## config.mk

```make
export PLATFORM = sky130hd
export DESIGN_NAME = prog_sequencer
export DESIGN_NICKNAME = d
export VERILOG_FILES = /design/src/rtl/prog_sequencer.sv
export SDC_FILE = /design/constraint.sdc
export NUM_CORES = 1
export LEC_CHECK = 0
export ABC_AREA = 1
export CORE_ASPECT_RATIO = 0.5
export CORE_MARGIN = 8
export CORE_UTILIZATION = 44
export CTS_BUF_LIST = sky130_fd_sc_hd__clkbuf_16
export DETAILED_ROUTE_END_ITERATION = 16
export GPL_ROUTABILITY_DRIVEN = 0
export GPL_TIMING_DRIVEN = 0
export PLACE_DENSITY = 0.79
export SLEW_MARGIN = 20
export SYNTH_ARGS = -nofsm -noshare
export SYNTH_HDL_FRONTEND = slang
export SYNTH_SLANG_ARGS = --single-unit
```

## constraint.sdc

```tcl
create_clock -name Clock -period 4.3 [get_ports Clock]
set_input_delay 0.645 -clock Clock [delete_from_list [all_inputs] [get_ports Clock]]
set_output_delay 0.645 -clock Clock [all_outputs]
set_load 0.01 [all_outputs]
```

## src/rtl/prog_sequencer.sv

```systemverilog
// Instruction sequencer for the 9-bit procc: fetches from a synchronous ROM, issues
// Run/DIN (plus MVI immediate), waits for Done, with start/halt/step and a Done watchdog.
module prog_sequencer #(
  parameter int unsigned ADDR_W  = 7,
  parameter int unsigned TIMEOUT = 15,
  parameter int unsigned CNT_W   = 16
) (
  input  logic              Clock,
  input  logic              Resetn,
  input  logic              start,
  input  logic [ADDR_W-1:0] start_addr,
  input  logic              halt_req,
  input  logic              step_mode,
  input  logic              step,
  output logic [ADDR_W-1:0] mem_addr,
  input  logic [8:0]        mem_rdata,
  output logic [8:0]        DIN,
  output logic              Run,
  input  logic              Done,
  output logic [ADDR_W-1:0] pc,
  output logic              busy,
  output logic              halted,
  output logic              error,
  output logic [CNT_W-1:0]  instr_cnt
);

  localparam int unsigned TIMER_W = 8;
  localparam logic [2:0]  OP_MVI  = 3'b001;
  localparam logic [2:0]  OP_HALT = 3'b111;

  typedef enum logic [3:0] {
    S_IDLE, S_FETCH, S_LATCH, S_IMMF, S_IMML, S_ISSUE,
    S_IMMDRV, S_WAITD, S_RETIRE, S_PAUSE, S_HALTED, S_ERROR
  } state_e;

  state_e              state_q, state_d;
  logic [ADDR_W-1:0]   pc_q, pc_d;
  logic [8:0]          ir_q, ir_d;
  logic [8:0]          imm_q, imm_d;
  logic [TIMER_W-1:0]  timer_q, timer_d;
  logic [CNT_W-1:0]    cnt_q, cnt_d;
  logic [8:0]          din_q, din_d;
  logic                run_q, run_d;
  logic                busy_q, busy_d;
  logic                halted_q, halted_d;
  logic                error_q, error_d;

  // Next-state, datapath and registered-output computation
  always_comb begin
    state_d = state_q;
    pc_d    = pc_q;
    ir_d    = ir_q;
    imm_d   = imm_q;
    timer_d = timer_q;
    cnt_d   = cnt_q;
    unique case (state_q)
      S_IDLE: begin
        if (start) begin
          pc_d    = start_addr;
          state_d = S_FETCH;
        end
      end
      S_FETCH: state_d = S_LATCH;
      S_LATCH: begin
        ir_d = mem_rdata;
        pc_d = pc_q + ADDR_W'(1);
        if (mem_rdata[8:6] == OP_HALT)     state_d = S_HALTED;
        else if (mem_rdata[8:6] == OP_MVI) state_d = S_IMMF;
        else                               state_d = S_ISSUE;
      end
      S_IMMF: state_d = S_IMML;
      S_IMML: begin
        imm_d   = mem_rdata;
        pc_d    = pc_q + ADDR_W'(1);
        state_d = S_ISSUE;
      end
      S_ISSUE: begin
        timer_d = '0;
        state_d = (ir_q[8:6] == OP_MVI) ? S_IMMDRV : S_WAITD;
      end
      // procc completes MVI while the immediate is on DIN
      S_IMMDRV: state_d = S_RETIRE;
      S_WAITD: begin
        if (Done) begin
          state_d = S_RETIRE;
        end else begin
          timer_d = timer_q + TIMER_W'(1);
          if (timer_d == TIMER_W'(TIMEOUT)) state_d = S_ERROR;
        end
      end
      S_RETIRE: begin
        cnt_d = cnt_q + CNT_W'(1);
        if (halt_req)       state_d = S_HALTED;
        else if (step_mode) state_d = S_PAUSE;
        else                state_d = S_FETCH;
      end
      S_PAUSE: begin
        if (halt_req)  state_d = S_HALTED;
        else if (step) state_d = S_FETCH;
      end
      S_HALTED: begin
        if (start) begin
          pc_d    = start_addr;
          state_d = S_FETCH;
        end
      end
      S_ERROR: state_d = S_ERROR;
      default: state_d = S_IDLE;
    endcase

    din_d    = (state_d == S_ISSUE)  ? ir_d :
               (state_d == S_IMMDRV) ? imm_d : 9'd0;
    run_d    = (state_d == S_ISSUE);
    busy_d   = !(state_d inside {S_IDLE, S_HALTED, S_ERROR, S_PAUSE});
    halted_d = (state_d == S_HALTED);
    error_d  = (state_d == S_ERROR);
  end

  always_ff @(posedge Clock or negedge Resetn) begin
    if (!Resetn) begin
      state_q  <= S_IDLE;
      pc_q     <= '0;
      ir_q     <= '0;
      imm_q    <= '0;
      timer_q  <= '0;
      cnt_q    <= '0;
      din_q    <= '0;
      run_q    <= 1'b0;
      busy_q   <= 1'b0;
      halted_q <= 1'b0;
      error_q  <= 1'b0;
    end else begin
      state_q  <= state_d;
      pc_q     <= pc_d;
      ir_q     <= ir_d;
      imm_q    <= imm_d;
      timer_q  <= timer_d;
      cnt_q    <= cnt_d;
      din_q    <= din_d;
      run_q    <= run_d;
      busy_q   <= busy_d;
      halted_q <= halted_d;
      error_q  <= error_d;
    end
  end

  assign mem_addr  = pc_q;
  assign pc        = pc_q;
  assign DIN       = din_q;
  assign Run       = run_q;
  assign busy      = busy_q;
  assign halted    = halted_q;
  assign error     = error_q;
  assign instr_cnt = cnt_q;

endmodule

```

# After elaboration in Yosys (flattened, before gate mapping)
# Cells that the tools add are included.
[op_classes]
n_addsub = 3
mul = 0
div_mod_pow = 0
n_lt_le_gt_ge = 0
eq_ne = 22
shift = 0
mux = 19
n_bitwise = 0
n_reduce_logical = 10
[op_table]
columns = ["op", "n"]
rows = [
  ["one-hot mux 4 bit (11 select lines)", 1],
  ["2-to-1 mux 9 bit", 4],
  ["2-to-1 mux 4 bit", 8],
  ["== test 4 bit (second input constant)", 7],
  ["== test 4 x 3 -> 1 bit (second input constant)", 6],
  ["adder 16 x 1 -> 16 bit (second input constant)", 1],
  ["one-hot mux 8 bit (2 select lines)", 1],
  ["one-hot mux 7 bit (2 select lines)", 1],
  ["adder 8 x 1 -> 8 bit (second input constant)", 1],
  ["== test 4 x 2 -> 1 bit (second input constant)", 2],
  ["== test 8 x 4 -> 1 bit (second input constant)", 1],
  ["zero test 4 bit", 2],
  ["2-to-1 mux 8 bit", 1],
  ["adder 7 x 1 -> 7 bit (second input constant)", 1],
  ["2-to-1 mux 7 bit", 1],
  ["== test 3 x 1 -> 1 bit (second input constant)", 2],
  ["== test 4 x 1 -> 1 bit (second input constant)", 1],
  ["AND reduction 2 bit", 2],
  ["nonzero test 2 bit", 2],
  ["nonzero test 4 bit", 1],
  ["OR reduction 2 bit", 2],
  ["== test 3 bit (second input constant)", 1],
  ["2-to-1 mux 3 bit", 1],
  ["!= test 2 x 1 -> 1 bit (second input constant)", 1],
  ["3 further kinds", 3],
]
[word_totals]
regBits = 66
latchBits = 0
mem_bits_rw = 0
mem_bits_ro = 0
in_bits = 23
out_inout_bits = 43
word_cells = 65
n_memories = 0

# Logic depth before layout (Yosys ltp)
# Gate-level depths: netlist of run 1.
[logic_depth]
depth_word = 8
depth_mapped = 13

# Worst setup path after synthesis of run 1
# No wires, ideal clock.
[synth_timing]
path_type = "register to register"
start = "register timer_q[1]"
end = "register busy_q (netlist: busy)"
setup_time_ps = 124
arrival_ps = 1441
t_required_ps = 4176
setup_slack_ps = 2735
stages_incl_launch_ff = 12
period_less_slack_ps = 1565
cell_sequence = "dfrtp_1 -> ha_1 -> nand3_1 -> o21ai_0 -> nand2_1 -> nor2_1 -> nand2_1 -> nand2_1 -> nand2_1 -> buf_2 -> inv_1 -> nand3_1"
[synth_via]
elab_chain_cells = 8
word_cells_on_any_way = 11
classes_between = "add/sub: 1; eq/ne: 4; mux: 3; reduce/logical: 3"
[synth_lines]
columns = ["item", "line", "rtl"]
rows = [
  ["start: declaration", "40", "logic [TIMER_W-1:0] timer_q, timer_d;"],
  ["start signal: assignment", "137", "timer_q <= timer_d;"],
  ["adder 8 x 1 -> 8 bit *", "87", "timer_d = timer_q + TIMER_W'(1);"],
  ["== test 8 x 4 -> 1 bit *", "88", "if (timer_d == TIMER_W'(TIMEOUT)) state_d = S_ERROR;"],
  ["2-to-1 mux 4 bit *", "88", ""],
  ["2-to-1 mux 4 bit *", "84", "if (Done) begin"],
  ["one-hot mux 4 bit (11 select lines) *", "56", "unique case (state_q)"],
  ["== test 4 bit / zero test 4 bit (equally long branches)", "114", "busy_d = !(state_d inside {S_IDLE, S_HALTED, S_ERROR, S_PAUSE});"],
  ["nonzero test 4 bit *", "114", ""],
  ["zero test 1 bit *", "114", ""],
  ["named net busy_d", "44", "logic busy_q, busy_d;"],
  ["end signal: assignment", "141", "busy_q <= busy_d;"],
  ["end: declaration", "44", ""],
]
# The timed path passes the listed nets; every way through them passes the cells marked *.
# A chain may end at the register's enable or synchronous reset.

# Worst setup path in the final report of run 1
[layout_timing]
start = "register pc_q[2] (netlist: mem_addr[2])"
end = "output port pc[2]"
[layout_rtl]
columns = ["item", "line", "rtl"]
rows = [
  ["start: declaration", "37", "logic [ADDR_W-1:0] pc_q, pc_d;"],
  ["start signal: assignment", "134", "pc_q <= pc_d;"],
  ["end: declaration", "20", "output logic [ADDR_W-1:0] pc,"],
]
# No word-level cell between the ends.

==> flow_summary.json, run 1 <==
{
  "grt_remaining_overflow": 0,
  "wire_per_inst_um": 13.52,
  "fp-row-count": 22,
  "critPathRequiredTime_ps": 3650,
  "ys_seq_area_frac": 0.5079,
  "grt_pass1_vias": 2853,
  "maxCapViolCount": 0,
  "grt_pass1_wl_mm": 13.22,
  "dpl.hpwl_mm": 5.438,
  "cts_max_path_buffers": 2,
  "cp_max_fo": 6,
  "htree_levels": 3,
  "hold_path.class": "input pin to asynchronous set/reset pin",
  "grt_max_degree": 56,
  "cts.sinks": 66,
  "grt_util_all_layers": 0.1553,
  "ir_drop_v": 0.0003086,
  "finalHoldViolations": 0,
  "io_pins": 66,
  "p_clk_frac": 0.236,
  "synth.cell_area_sq_mm": 0.003252,
  "pwr-share-seq": 0.331,
  "syn_to_final_growth_pct": 33.09,
  "postCtsHoldBufs": 0,
  "insertedDiodeCount": 0,
  "routed_wl_mm": 7.614,
  "post_cts_resized": 0,
  "rsz0062_at_grt": "false",
  "ys_types": 33,
  "cts_root_buffer": "clkbuf_16",
  "antenna_found_initial": 0,
  "tns_ps": 0,
  "dr.pass1.iters": 4,
  "vias": 2795,
  "die_w_um": 137.6,
  "drc": 0,
  "pwr-share-comb": 0.433,
  "ant_nets": 0,
  "yosysWarnings": 0,
  "finalSetupViolCount": 0,
  "power_density_mw_per_mm2": 676.8,
  "viasPerCell": 4.964,
  "core_area_sq_mm": 0.007239,
  "clock_latency_ps": 330,
  "dieArea_sq_mm": 0.01056,
  "internal_power_w": 0.001811,
  "clkTransAtPathRegs_ps": 50,
  "p_leak_nw": 2.143,
  "criticalPathCategory": "flip-flop to output pin",
  "final_cells": 563,
  "nFillCells": 629,
  "cts_tree": "built",
  "synth.avg_cell_area_sq_um": 8.446,
  "switching_power_w": 0.001119,
  "fin_skew_ps": 8.315,
  "ys_seq_elements": 66,
  "slew_headroom": 0.7808,
  "switching_share": 0.3819,
  "syn-num-nets": 412,
  "drive_above_1_share": 0.1006,
  "cts_buffers": 9,
  "fmax_ghz": 0.4858,
  "portBuffers": 65,
  "tightest_slew_ps": 326.1,
  "netlist_instances": 385,
  "place_inst": 547,
  "status": "finished clean",
  "whs_ps": 151.8,
  "cts_setup_buffers": 0,
  "die_h_um": 76.79,
  "finalCritPeriodShare": 0.4788,
  "finalPower_w": 0.002929,
  "setup.worst_path.start_class": "flip-flop",
  "drt_iter0_markers": 188,
  "worstPathArrival_ps": 1410,
  "endpoint_kind": "output pin",
  "period_minus_slack_ps": 2059,
  "slew_violations": 0,
  "final_nets": 489,
  "initial_core_util": 0.4492
}
## power by group through the flow
| stage | Sequential (W) | Clock, W | Combinational (W) |
|---|---|---|---|
| 2_1_floorplan | 0.000999 | 0 | 0.000737 |
| 3_3_place_gp | 0.000969 | 0 | 0.00122 |
| 3_5_place_dp | 0.000978 | 0 | 0.00125 |
| 4_1_cts | 0.000970 | 0.000702 | 0.00127 |
| 5_1_grt | 0.000997 | 0.000728 | 0.00141 |
| 6_report | 0.000969 | 0.000691 | 0.00127 |
## worst max-delay path: stages, from the launching register on
cell and delay (ps):
dfrtp_1 430, buf_4 140, clkdlybuf4s50_1 520
## sequential cells by signal, indices dropped and copies added, names as in the netlist
register   flops
instr_cnt     16
imm_q          9
mem_addr       7
error          1
state_q        4
busy           1
DIN            9
halted         1
Run            1
ir_q           9
timer_q        8
## cell type report
cell class | instances | area, sq um | area share
Buffer | 14 | 90.09 | 0.02082
Multi-Input combinational cell | 257 | 1330 | 0.3073
Sequential cell | 66 | 1652 | 0.3816
Clock inverter | 7 | 55.05 | 0.01272
Inverter | 48 | 180.2 | 0.04163
Timing Repair Buffer | 66 | 675.6 | 0.1561
Tap cell | 96 | 120.1 | 0.02775
Clock buffer | 9 | 225.2 | 0.05204
## metal layers
layer	vias up	wire length, um	GRT usage
met3	12	395	0.04096
met1	1326	3161	0.1780
met4	0	142	0.07104
met5	-	0	0
li1	1388	-	-
met2	69	3913	0.2651
## placed cells by master, fill, tap and decap left out, drive strengths merged
cell type and n:
a21oi 2, a31oi 2, buf 16, bufinv 1, clkbuf 9, clkdlybuf4s50 64
clkinv 3, dfrtp 66, ha 4, inv 51, mux2 1, nand2 100
nand3 40, nand4 6, nor2 33, nor3 7, nor3b 1, nor4 1
o211ai 2, o21ai 34, o221ai 2, o22ai 3, o31ai 1, xnor2 3
xor2 15
## synthesized netlist by cell type (all sizes together)
cell type    n  area share
ha           4       0.015
inv         47       0.054
o31ai        1      0.0023
o21ai       34       0.053
nor3b        1      0.0023
nand2      100        0.12
nor2        33       0.048
mux2         1      0.0035
o221ai       2      0.0054
nand4        6       0.013
xor2        15       0.040
a21oi        2      0.0031
nand3       40       0.065
nor4         1      0.0038
a31oi        2      0.0038
buf         14       0.028
o22ai        3      0.0058
dfrtp       66        0.51
clkinv       1      0.0012
nor3         7       0.014
xnor2        3      0.0081
o211ai       2      0.0046
## logic make-up (layout without fill, tap and decap cells)
logic type	Yosys count	in the layout	synth area share
simple gates	188	188	0.2632
compound gates	46	46	0.07849
fa+ha+maj	4	4	0.01539
xor+xnor	18	18	0.04848
mux	1	1	0.003463
buf+inv	62	144	0.08311
flops	66	66	0.5079
## per-stage QoR
stage / area (sq um) / utilization / setup WS (ps)
2_1_floorplan: 3252 / - / 2735
3_3_place_gp: 4023 / 0.5557 / 397.6
3_5_place_dp: 4048 / 0.5591 / 1961
4_1_cts: 4328 / 0.5978 / 2220
5_1_grt: 4328 / 0.5978 / 2117
6_report: 4328 / 0.5978 / 2241
## final timing paths
kind                                            from                         to  slack (ps)  depth (start not counted)
setup / recovery             mem_addr[2]$_DFFE_PN0P_                      pc[2]        2240                          2
hold / removal                                Resetn     timer_q[5]$_DFFE_PN0P_         150                          1
setup reg to reg                state_q[3]$_DFF_PN0_           DIN[8]$_DFF_PN0_        2390                         11
hold reg to reg            instr_cnt[15]$_DFFE_PN0P_  instr_cnt[15]$_DFFE_PN0P_         480                          1
max in group asynchronous                     Resetn    mem_addr[1]$_DFFE_PN0P_        3640                          2
min in group Clock         instr_cnt[15]$_DFFE_PN0P_  instr_cnt[15]$_DFFE_PN0P_         480                          1
No activity file was read; power rests on OpenSTA's default activity.
==> inputs of run 2 (changes only) <==
==> constraint.sdc (replaced) <==
create_clock -name Clock -period 1.9 [get_ports Clock]
set_input_delay 0.285 -clock Clock [delete_from_list [all_inputs] [get_ports Clock]]
set_output_delay 0.285 -clock Clock [all_outputs]
set_load 0.01 [all_outputs]
==> run 2 against run 1 <==
  * Critical path depth is 9 higher
  * Hold slack better by 190 ps
  * Total power is 140% higher
  * Clock power is 130% higher
  * Die area stayed put
  * Clock skew is 2.3 ps lower
  * First-iteration DRC count is 12% higher
  * Sequential power is 130% higher
  * Routed wire length is 3.0% higher
  * Count of clock-buffer cells in the layout stayed put
  * Non-clock buffer count is 4 higher
==> flow_summary.json, run 2 (same netlist as run 1, synthesis figures left out) <==
{
  "slew_violations": 0,
  "clkTransAtPathRegs_ps": 50,
  "drc": 0,
  "io_pins": 66,
  "reg2reg_from": "state_q[3]$_DFF_PN0_",
  "grt_remaining_overflow": 0,
  "status": "finished clean",
  "drt_iter0_markers": 210,
  "r2r-end": "DIN[4]$_DFF_PN0_",
  "tightest_slew_ps": 326.2,
  "dpl.hpwl_mm": 5.438,
  "viasPerCell": 5.016,
  "finalCritPeriodShare": 0.9533,
  "finalSetupViolCount": 0,
  "clock_latency_ps": 330,
  "whs_ps": 338.3,
  "fmax_ghz": 0.5521,
  "slew_headroom": 0.7807,
  "critPathRequiredTime_ps": 2110,
  "endpoint_kind": "flip-flop",
  "place_inst": 547,
  "cts_tree": "built",
  "insertedDiodeCount": 0,
  "initial_core_util": 0.4492,
  "cts_root_buffer": "clkbuf_16",
  "cts.sinks": 66,
  "grt_pass1_wl_mm": 13.23,
  "cts_max_path_buffers": 2,
  "worstPathArrival_ps": 2020,
  "p_leak_nw": 2.174,
  "drive_above_1_share": 0.1374,
  "core_area_sq_mm": 0.007239,
  "cp_max_fo": 7,
  "cts_buffers": 9,
  "final_area_sq_mm": 0.004453,
  "antenna_found_initial": 0,
  "setup.worst_path.start_class": "flip-flop",
  "power_density_mw_per_mm2": 1559,
  "finalHoldViolations": 0,
  "fin_skew_ps": 5.990,
  "htree_levels": 3,
  "ir_drop_v": 0.0007658,
  "rrSetupSlack_ps": 90,
  "syn_to_final_growth_pct": 36.94,
  "final_nets": 495,
  "die_h_um": 76.79,
  "portBuffers": 65,
  "grt_pass1_vias": 2856,
  "criticalPathCategory": "flip-flop to flip-flop",
  "dr.pass1.iters": 4,
  "vias": 2854,
  "largest_reg_flops": 16,
  "grt_util_all_layers": 0.1554,
  "grt_max_degree": 56,
  "fp-row-count": 22,
  "ant_nets": 0,
  "layout_commonest_cell": "nand2_1",
  "final_cells": 569,
  "die_w_um": 137.6,
  "routed_wl_mm": 7.841,
  "place_area_sq_mm": 0.004048,
  "cp-endpoint": "DIN[4]$_DFF_PN0_",
  "tns_ps": 0,
  "fin_util": 0.6151,
  "reg2reg_depth": 11,
  "layout_common_cells": "nand2_1, clkdlybuf4s50_1, dfrtp_1",
  "hold_path.class": "input pin to asynchronous set/reset pin",
  "maxCapViolCount": 0,
  "dieArea_sq_mm": 0.01056,
  "period_minus_slack_ps": 1811,
  "crit_start": "state_q[3]$_DFF_PN0_",
  "wire_per_inst_um": 13.78
}
run 2: cell count changes in the layout (fill, tap and decap cells not counted), moves of 4 or more:
cell	change
buf_4	+5
nor2_2	+4
dfrtp_2	+4
nor2_1	-4
dfrtp_1	-4
buf_2	-4
run 2: critical path: stages, from the launching register on:
cell        delay [ps]
dfrtp_2            440
inv_2               70
nand2_1            130
inv_2               50
nand2_1             60
nand2_1             50
nor2_1             220
nand4_4            220
nand2_4            160
clkinvlp_4         130
nand3_1             90
nand2_1             60
run 2: cell type report:
cell class	instances	area [sq um]
timing repair buffer	70	708.2
inverter	48	182.7
fill	615	2786
sequential	66	1657
buffer	14	100.1
clock buffer	9	225.2
timing repair inverter	1	7.507
clock inverter	7	55.05
multi-input combinational	258	1398
tap	96	120.1
run 2: worst min path at each step:
stage                                   start                        end  slack (ps)  cells past startpoint
floorplan                              Resetn           DIN[0]$_DFF_PN0_         -10                      0
global placement    instr_cnt[15]$_DFFE_PN0P_  instr_cnt[15]$_DFFE_PN0P_         460                      1
detailed placement                     Resetn     timer_q[5]$_DFFE_PN0P_         140                      1
CTS                                    Resetn     timer_q[5]$_DFFE_PN0P_         330                      2
global route                           Resetn     timer_q[6]$_DFFE_PN0P_         360                      2
finish                                 Resetn     timer_q[5]$_DFFE_PN0P_         340                      2
run 2: power breakdown:
group	switching, W	internal (W)	total, W	leakage [nW]
clock	0.000579	0.000990	0.00157	0.154
sequential	0.000321	0.00190	0.00222	0.855
combinational	0.00179	0.00136	0.00315	1.16
total	0.00269	0.00425	0.00694	2.17
run 2: per-stage QoR:
stage / power [W] / setup WS (ps)
final: 0.006941 / 88.64
after global routing: 0.007410 / -27.71
after CTS: 0.006670 / 9.452
after detailed placement: 0.005046 / -78.76
after global placement: 0.004953 / -1642
after floorplan: 0.003929 / 335.0
run 2: repair_timing:
action	CTS	global route
gates resized for setup	0	27
hold buffers	1	0
endpoints found under the setup margin	0	21
buffers inserted	0	3
endpoints found under the hold margin	11	0
run 2: routing by layer:
metal,part of all wire,GRT usage,vias up
li1,-,-,1404
met1,0.42,0.1784,1362
met2,0.50,0.2651,71
met3,0.054,0.04096,17
met4,0.023,0.07104,0
met5,0,0,-
==> inputs of run 3 (changes only) <==
==> constraint.sdc (replaced) <==
create_clock -name Clock -period 2.1 [get_ports Clock]
set_input_delay 0.315 -clock Clock [delete_from_list [all_inputs] [get_ports Clock]]
set_output_delay 0.315 -clock Clock [all_outputs]
set_load 0.01 [all_outputs]
==> run 3 against run 2 <==
  * Count of clock-buffer cells in the layout did not move
  * Global-route usage unchanged
  * Critical path depth did not move
  * Core utilization decreased by 1.6 points
  * Clock skew about the same
  * Routed wire length down 2.6%
  * Register-to-register slack better by 100 ps
  * First-iteration DRC count is 3.8% higher
  * Die area unchanged
  * Final area shrank 2.6%
  * Clock power decreased by 9.6%
  * Critical endpoint is now DIN[8]$_DFF_PN0_
  * Largest cell class unchanged
==> flow_summary.json, run 3 (same netlist as run 1, synthesis figures left out) <==
{
  "largest_reg_flops": 16,
  "layout_common_cells": "nand2_1, dfrtp_1, clkdlybuf4s50_1",
  "cts_setup_buffers": 0,
  "switching_share": 0.3827,
  "slew_violations": 0,
  "rsz0062_at_grt": "false",
  "postCtsHoldBufs": 1,
  "cpLargestDelayFamily": "simple AND/OR/NAND/NOR gates",
  "dieArea_sq_mm": 0.01056,
  "drive_above_1_share": 0.1004,
  "portBuffers": 65,
  "cp_slowest_stage_delay_ps": 460,
  "final_nets": 490,
  "cts_buffers": 9,
  "viasPerCell": 4.929,
  "htree_levels": 3,
  "status": "finished clean",
  "setup.worst_path.start_class": "flip-flop",
  "clock_latency_ps": 330,
  "cts.sinks": 66,
  "pwr-share-comb": 0.433,
  "dr.pass1.iters": 4,
  "wire_per_inst_um": 13.54,
  "reg2reg_depth": 11,
  "cp_cell_sequence": "inv_2 -> nand2_1 -> nor2_1 -> inv_2 -> nor2_8 -> inv_2 -> nand4_2 -> nand2_1 -> inv_2 -> nand3_1 -> nand2_1",
  "post_cts_resized": 0,
  "criticalPathCategory": "flip-flop to flip-flop",
  "critPathRequiredTime_ps": 2370,
  "nFillCells": 629,
  "final_area_sq_mm": 0.004338,
  "antenna_found_initial": 0,
  "cts_max_path_buffers": 2,
  "routed_wl_mm": 7.638,
  "core_area_sq_mm": 0.007239,
  "endpoint_kind": "flip-flop",
  "cpMostUsedCell": "inv_2",
  "initial_core_util": 0.4492,
  "slew_headroom": 0.7808,
  "whs_ps": 364.4,
  "rrSetupSlack_ps": 190,
  "cts_tree": "built",
  "finalSetupViolCount": 0,
  "ir_drop_v": 0.0006391,
  "pwr-share-seq": 0.330,
  "period_minus_slack_ps": 1909,
  "insertedDiodeCount": 0,
  "maxCapViolCount": 0,
  "worstPathArrival_ps": 2180,
  "die_h_um": 76.79,
  "cp_max_fo": 9,
  "switching_power_w": 0.002299,
  "vias": 2780,
  "crit_slowest_cell": "dfrtp_1",
  "cts_root_buffer": "clkbuf_16",
  "drc": 0,
  "layout_commonest_cell": "nand2_1",
  "finalCritPeriodShare": 0.9089,
  "reg2reg_from": "state_q[3]$_DFF_PN0_",
  "fmax_ghz": 0.5239,
  "grt_remaining_overflow": 0,
  "hold_path.class": "input pin to asynchronous set/reset pin",
  "grt_pass1_vias": 2856,
  "fp-row-count": 22,
  "syn_to_final_growth_pct": 33.40,
  "clkTransAtPathRegs_ps": 50,
  "io_pins": 66,
  "die_w_um": 137.6,
  "internal_power_w": 0.003709,
  "path_buf_inv": 4,
  "finalHoldViolations": 0,
  "grt_util_all_layers": 0.1554,
  "ant_nets": 0,
  "p_clk_frac": 0.236,
  "dpl.hpwl_mm": 5.438,
  "r2r-end": "DIN[8]$_DFF_PN0_",
  "p_leak_nw": 2.147,
  "grt_max_degree": 56,
  "tightest_slew_ps": 326.1,
  "power_density_mw_per_mm2": 1385,
  "grt_pass1_wl_mm": 13.23,
  "drt_iter0_markers": 218,
  "place_area_sq_mm": 0.004048,
  "fin_skew_ps": 6.036
}
## run 3: worst register-to-register path, stage by stage (launching register included)
cell and delay (ps):
dfrtp_1 460, inv_2 110, nand2_1 110, nor2_1 190, inv_2 90, nor2_8 160, inv_2 100, nand4_2 170
nand2_1 110, inv_2 180, nand3_1 110, nand2_1 70
## run 3: metal layers
layer	track usage	vias to the layer above	part of all wire
li1	-	1390	-
met1	0.1784	1308	0.42
met2	0.2651	67	0.50
met3	0.04096	15	0.054
met4	0.07104	0	0.021
met5	0	-	0
## run 3: power by group through the flow
stage          clock network (W)  registers, W  logic [W]
2_1_floorplan                  0       0.00205    0.00151
3_3_place_gp                   0       0.00198    0.00250
3_5_place_dp                   0       0.00200    0.00256
4_1_cts                  0.00144       0.00199    0.00261
5_1_grt                  0.00149       0.00204    0.00290
6_report                 0.00142       0.00198    0.00260
## run 3: stage by stage
step	power, W	worst slack (ps)	utilization	TNS (ps)	cells
2_1_floorplan	0.003555	535.0	-	0	385
3_3_place_gp	0.004482	-1472	0.5557	-96920	546
3_5_place_dp	0.004566	91.24	0.5591	0	547
4_1_cts	0.006035	209.5	0.5992	0	564
5_1_grt	0.006429	8.124	0.5992	0	564
6_report	0.006007	191.4	0.5992	0	564
## run 3: area by class of cell
cell class | instances | area [sq um] | share of cell area
well taps | 96 | 120.1 | 0.02769
clock buffers | 9 | 225.2 | 0.05192
plain buffers | 14 | 90.09 | 0.02077
inverters | 48 | 180.2 | 0.04153
repair buffers | 67 | 685.7 | 0.1581
clock inverters | 7 | 55.05 | 0.01269
flip-flops and latches | 66 | 1652 | 0.3807
multi-input cells | 257 | 1330 | 0.3066
## run 3: worst max path at each step
stage	cells past startpoint	slack, ps	end	start
after global placement	1	-1470	instr_cnt[13]$_DFFE_PN0P_	Resetn
after detailed placement	9	90	DIN[0]$_DFF_PN0_	mem_rdata[6]
after floorplan	11	530	busy$_DFF_PN0_	timer_q[1]$_DFFE_PN0P_
after global routing	9	8	DIN[8]$_DFF_PN0_	state_q[3]$_DFF_PN0_
final	11	190	DIN[8]$_DFF_PN0_	state_q[3]$_DFF_PN0_
after CTS	11	210	DIN[5]$_DFF_PN0_	state_q[3]$_DFF_PN0_
